`config.mk`:
```
export PLATFORM = sky130hd
export DESIGN_NAME = wfm_table_loader
export DESIGN_NICKNAME = d
export VERILOG_FILES = /design/src/rtl/wfm_table_loader.sv
export SDC_FILE = /design/constraint.sdc
export NUM_CORES = 1
export LEC_CHECK = 0
export ABC_AREA = 1
export CORE_AREA = 2 2 90 92
export DETAILED_ROUTE_END_ITERATION = 7
export DIE_AREA = 0 0 92 94
export GPL_ROUTABILITY_DRIVEN = 0
export GPL_TIMING_DRIVEN = 0
export PLACE_DENSITY = 0.78
export SKIP_CTS_REPAIR_TIMING = 1
export SLEW_MARGIN = 25
export SYNTH_ARGS = -nofsm -noshare
export SYNTH_HDL_FRONTEND = slang
export SYNTH_SLANG_ARGS = --single-unit
```
`constraint.sdc`:
```
create_clock -name clk -period 4.9 [get_ports clk]
set_input_delay 0.98 -clock clk [delete_from_list [all_inputs] [get_ports clk]]
set_output_delay 0.98 -clock clk [all_outputs]
set_load 0.01 [all_outputs]
```
`src/rtl/wfm_table_loader.sv`:
```
`default_nettype none
// ============================================================================
// Module      : wfm_table_loader
// Description : Writer-side loader for the DDS waveform-table BRAM port.
//               Accepts one frame of DEPTH samples over valid/ready, writes
//               them to addresses 0..DEPTH-1 one cycle after each transfer,
//               and flags short, long and aborted frames on a sticky err.
//               Optional build macro WFM_TABLE_LOADER_CHECKSUM_EN adds a
//               modulo-2^OW checksum of the samples written.
// Revision    : 1.0 - initial release
// ============================================================================
module wfm_table_loader #(
   parameter int DEPTH = 1024,
   parameter int OW    = 24,
   parameter int AW    = $clog2(DEPTH)
) (
   input  logic          clk,
   input  logic          rst,
   input  logic          start,
   input  logic          abort,
   input  logic [OW-1:0] s_data,
   input  logic          s_valid,
   input  logic          s_last,
   output logic          s_ready,
   output logic          wfm_wea,
   output logic [AW-1:0] wfm_waddr,
   output logic [OW-1:0] wfm_din,
   output logic          busy,
   output logic          done,
   output logic          err,
   output logic [AW:0]   count
`ifdef WFM_TABLE_LOADER_CHECKSUM_EN
   ,
   output logic [OW-1:0] checksum
`endif
);

   localparam logic [AW-1:0] LAST_ADDR = AW'(DEPTH - 1);
   localparam logic [AW:0]   FULL_CNT  = (AW + 1)'(DEPTH);

   typedef enum logic [1:0] {
      ST_IDLE  = 2'd0,
      ST_LOAD  = 2'd1,
      ST_DRAIN = 2'd2,
      ST_DONE  = 2'd3
   } state_t;

   state_t        state_q, state_d;
   logic [AW-1:0] addr_q, addr_d;
   logic [AW:0]   count_q, count_d;
   logic          err_q, err_d;
   logic          wea_q, wea_d;
   logic [AW-1:0] waddr_q, waddr_d;
   logic [OW-1:0] din_q, din_d;
   logic          ready_q, ready_d;
   logic          busy_q, busy_d;
   logic          done_q, done_d;
`ifdef WFM_TABLE_LOADER_CHECKSUM_EN
   logic [OW-1:0] cks_q, cks_d;
`endif

   logic          w_xfer;

   assign w_xfer = s_valid && ready_q;

   // Next-state, write-port and status decode; abort beats a same-edge transfer.
   always_comb begin
      state_d = state_q;
      addr_d  = addr_q;
      count_d = count_q;
      err_d   = err_q;
      wea_d   = 1'b0;
      waddr_d = waddr_q;
      din_d   = din_q;
`ifdef WFM_TABLE_LOADER_CHECKSUM_EN
      cks_d   = cks_q;
`endif
      case (state_q)
         ST_IDLE: begin
            if (start) begin
               state_d = ST_LOAD;
               addr_d  = '0;
               count_d = '0;
               err_d   = 1'b0;
`ifdef WFM_TABLE_LOADER_CHECKSUM_EN
               cks_d   = '0;
`endif
            end
         end
         ST_LOAD: begin
            if (abort) begin
               state_d = ST_DONE;
               err_d   = 1'b1;
            end else if (w_xfer) begin
               wea_d   = 1'b1;
               waddr_d = addr_q;
               din_d   = s_data;
               if (count_q != FULL_CNT) begin
                  count_d = count_q + 1'b1;
               end
`ifdef WFM_TABLE_LOADER_CHECKSUM_EN
               cks_d   = cks_q + s_data;
`endif
               if (addr_q == LAST_ADDR) begin
                  // Table full: a missing s_last means the frame is long.
                  state_d = s_last ? ST_DONE : ST_DRAIN;
                  err_d   = err_q | ~s_last;
               end else begin
                  addr_d = addr_q + 1'b1;
                  if (s_last) begin
                     state_d = ST_DONE;
                     err_d   = 1'b1;
                  end
               end
            end
         end
         ST_DRAIN: begin
            if (abort) begin
               state_d = ST_DONE;
               err_d   = 1'b1;
            end else if (w_xfer && s_last) begin
               state_d = ST_DONE;
            end
         end
         ST_DONE: begin
            state_d = ST_IDLE;
         end
         default: begin
            state_d = ST_IDLE;
         end
      endcase

      ready_d = (state_d == ST_LOAD) || (state_d == ST_DRAIN);
      busy_d  = ready_d;
      done_d  = (state_d == ST_DONE);
   end

   // State and registered outputs, cleared asynchronously.
   always_ff @(posedge clk or posedge rst) begin
      if (rst) begin
         state_q <= ST_IDLE;
         addr_q  <= '0;
         count_q <= '0;
         err_q   <= 1'b0;
         wea_q   <= 1'b0;
         waddr_q <= '0;
         din_q   <= '0;
         ready_q <= 1'b0;
         busy_q  <= 1'b0;
         done_q  <= 1'b0;
`ifdef WFM_TABLE_LOADER_CHECKSUM_EN
         cks_q   <= '0;
`endif
      end else begin
         state_q <= state_d;
         addr_q  <= addr_d;
         count_q <= count_d;
         err_q   <= err_d;
         wea_q   <= wea_d;
         waddr_q <= waddr_d;
         din_q   <= din_d;
         ready_q <= ready_d;
         busy_q  <= busy_d;
         done_q  <= done_d;
`ifdef WFM_TABLE_LOADER_CHECKSUM_EN
         cks_q   <= cks_d;
`endif
      end
   end

   assign s_ready   = ready_q;
   assign wfm_wea   = wea_q;
   assign wfm_waddr = waddr_q;
   assign wfm_din   = din_q;
   assign busy      = busy_q;
   assign done      = done_q;
   assign err       = err_q;
   assign count     = count_q;
`ifdef WFM_TABLE_LOADER_CHECKSUM_EN
   assign checksum  = cks_q;
`endif

endmodule
`default_nettype wire

```
==> reports/metrics.csv <==
metric;value;unit
Clock transition at path regs;0.07;ns
Final nets;498;
First DRT Iteration DRCs;140;
total CTS buffers;9;
final setup TNS;0;ns
ys async rst share;100.0;%
core area;7607;um2
Mapped Area;2993;um2
Fin. Hold Viols;0;
total track usage;17.91;%
CTS tree;done;
xor and xnor area share after synthesis;1.463;%
Clock Latency Late Sink;0.33;ns
IO Port Bufs;79;
gr ovfl total;0;
CTS HTree Levels;3;
FF-to-FF End;busy;
Inserted Diodes;0;
area leader, netlist;dfrtp_1;
most common cell in the netlist;nand2_1;
Peak supply drop;238.4;uV
worst path buffer plus inverter count;1;
relative slew slack;71.01;%
Via density;4.750;
syn avg cell area;8.111;um2
CP cell instances;clkdlybuf4s50_1;
hpwl dp;5.289;mm
cells after synthesis;369;
max-slew violations;0;
delay-heaviest family, CP;buffers and inverters;
Seq/Total Area, Yosys;51.00;%
Worst Path Required;3.92;ns
Initial Utilization;39.34;%
multiplexer area fraction after synthesis;0;%
Area Growth Syn to Fin;38.38;%
Total Wirelength;7.190;mm
CP Class;register to output pin;
clk_skew;0.009142;ns
fmax;418.4;MHz
vias in the first global route;2815;
Syn Nets;407;
Worst EP arrival;1.41;ns
Critical Path End Type;output pin;
share of cells above drive strength 1;8.602;%
largest net degree at the start of global routing;46;
Synth top cells by count;nand2_1 (141), dfrtp_1 (61), nor2_1 (28);
Die Ht;94;um
leak pwr;0.001927;uW
reg2reg setup slack;2.88;ns
min-delay src;wfm_din[14];
Post-Synth Adder-Cell Area;3.344;%
# IOs;80;
clk buf depth;2;
crit share post-route;48.77;%
Antenna Nets Post-Route;0;
placed inst area;3941;um2
RSZ-0062 raised after global routing;false;
critical path startpoint category;register;
final setup vio count;0;
status;finished, final reports clean;
reg2reg start;state_q[1];
FF+latch count, synth;61;
routed vias;2693;
initial antenna violation count;0;
Root Buffer Master;clkbuf_8;
Hold Path Sink;wfm_din[14];
residual DRC count;0;
Top FF cell, synth;dfrtp_1;
Core Rows;32;
Hold Crit Class;register to register;
Die Wd;92;um
EDFF count, synth;0;
DR WL/cell;12.68;um
hold-critical path depth;2;
Synth area leaders;dfrtp_1 (51%), nand2_1 (18%), nand3_1 (4.2%), nor2_1 (3.5%), inv_1 (3.4%);
clk sinks;61;
simple-gate share of the synthesized area;31.56;%
Synth cell types;31;
number of fill cells;689;
Slowest-stage cell, CP;clkdlybuf4s50_1;
Synth Area in Compound Gates;6.313;%
Synth top area share;51.00;%
DIE AREA;8648;um2
critical-path maximum fanout;8;
main combinational cell family by area after synthesis;simple AND/OR/NAND/NOR gates;
fin util;54.44;%
Max Cap Viol;0;
synth warn;0;
Worst Tran Pin Value;0.4348;ns
Reg2Reg Depth;9;
Tmin final;2.390;ns
Largest stage delay, worst path;0.59;ns
Cell Pwr Density;522.4;nW/um2
post-route cell area;4141;um2
first-pass GRT wire length;12.33;mm
drt pass-1 iters;4;
-- sequential cells by signal, summed over array words and instances, names as in the netlist --
| register | cells |
|---|---|
| addr_q | 10 |
| busy | 1 |
| count | 11 |
| done | 1 |
| err | 1 |
| state_q | 2 |
| wfm_din | 24 |
| wfm_waddr | 10 |
| wfm_wea | 1 |
-- through the flow --
step,worst slack (ns),instances,total power (uW),hold slack (ns)
6_report,2.510,567,2163,0.4836
5_1_grt,2.464,567,2324,0.5020
4_1_cts,2.516,567,2190,0.4855
3_5_place_dp,2.288,551,1730,0.4647
3_3_place_gp,1.350,550,1698,0.4626
2_1_floorplan,2.407,369,1273,0.4858
-- logic make-up (layout without fill, tap and decap cells) --
group / count (synthesis) / in the layout
AO/OA/AOI/OAI: 33 / 33
XOR/XNOR: 5 / 5
adder cells (fa/ha/maj): 8 / 8
buffers and inverters: 41 / 137
flip-flops: 61 / 61
AND/OR/NAND/NOR: 221 / 221
-- area by class of cell --
| cell class | count | area [um2] | share of cell area, % |
|---|---|---|---|
| clock buffers | 10 | 137.6 | 3.323 |
| inverters | 29 | 111.4 | 2.689 |
| well taps | 102 | 127.6 | 3.082 |
| repair buffers | 80 | 818.3 | 19.76 |
| multi-input cells | 267 | 1277 | 30.85 |
| plain buffers | 12 | 80.08 | 1.934 |
| clock inverters | 6 | 62.56 | 1.511 |
| flip-flops and latches | 61 | 1526 | 36.86 |
-- worst max path at each step --
stage / endpoint / startpoint / slack (ns) / depth (start not counted)
2_1_floorplan: addr_q[0] / rst / 2.41 / 1
3_3_place_gp: wfm_waddr[9] / rst / 1.35 / 2
3_5_place_dp: count[1] / s_valid / 2.29 / 9
4_1_cts: count[0] / count[0] / 2.52 / 1
5_1_grt: count[2] / count[2] / 2.46 / 1
6_report: count[0] / count[0] / 2.51 / 1
-- placed cells by master (no fill, tap or decap), drive strengths merged --
| master | synthesis | final |
|---|---|---|
| a22oi | 1 | 1 |
| clkdlybuf4s50 | 0 | 79 |
| xor2 | 3 | 3 |
| nand4 | 6 | 6 |
| nor3b | 2 | 2 |
| dfrtp | 61 | 61 |
| inv | 28 | 28 |
| nor3 | 9 | 9 |
| ha | 8 | 8 |
| a41oi | 2 | 2 |
| xnor2 | 2 | 2 |
| clkbuf | 4 | 14 |
| clkinvlp | 0 | 3 |
| clkinv | 1 | 3 |
| nand3 | 25 | 25 |
| a21boi | 1 | 1 |
| nand2 | 147 | 147 |
| a21oi | 5 | 5 |
| bufinv | 0 | 1 |
| buf | 8 | 9 |
| nor2 | 31 | 31 |
| o21ai | 24 | 24 |
| or2 | 1 | 1 |
-- power by group --
part / internal (uW) / leakage (uW) / switching, uW / total (uW)
clock network: 247 / 0.0000943 / 202 / 449
registers: 679 / 0.000805 / 124 / 803
logic: 458 / 0.00103 / 453 / 911
total: 1380 / 0.00193 / 780 / 2160
-- layer usage --
metal / vias to the layer above / track usage [%] / wire (um)
li1: 1353 / - / -
met1: 1253 / 21.23 / 3102
met2: 77 / 30.51 / 3582
met3: 10 / 4.494 / 411
met4: 0 / 8.582 / 94
met5: - / 0 / 0
Note: power is estimated with default switching activity, not from simulation.
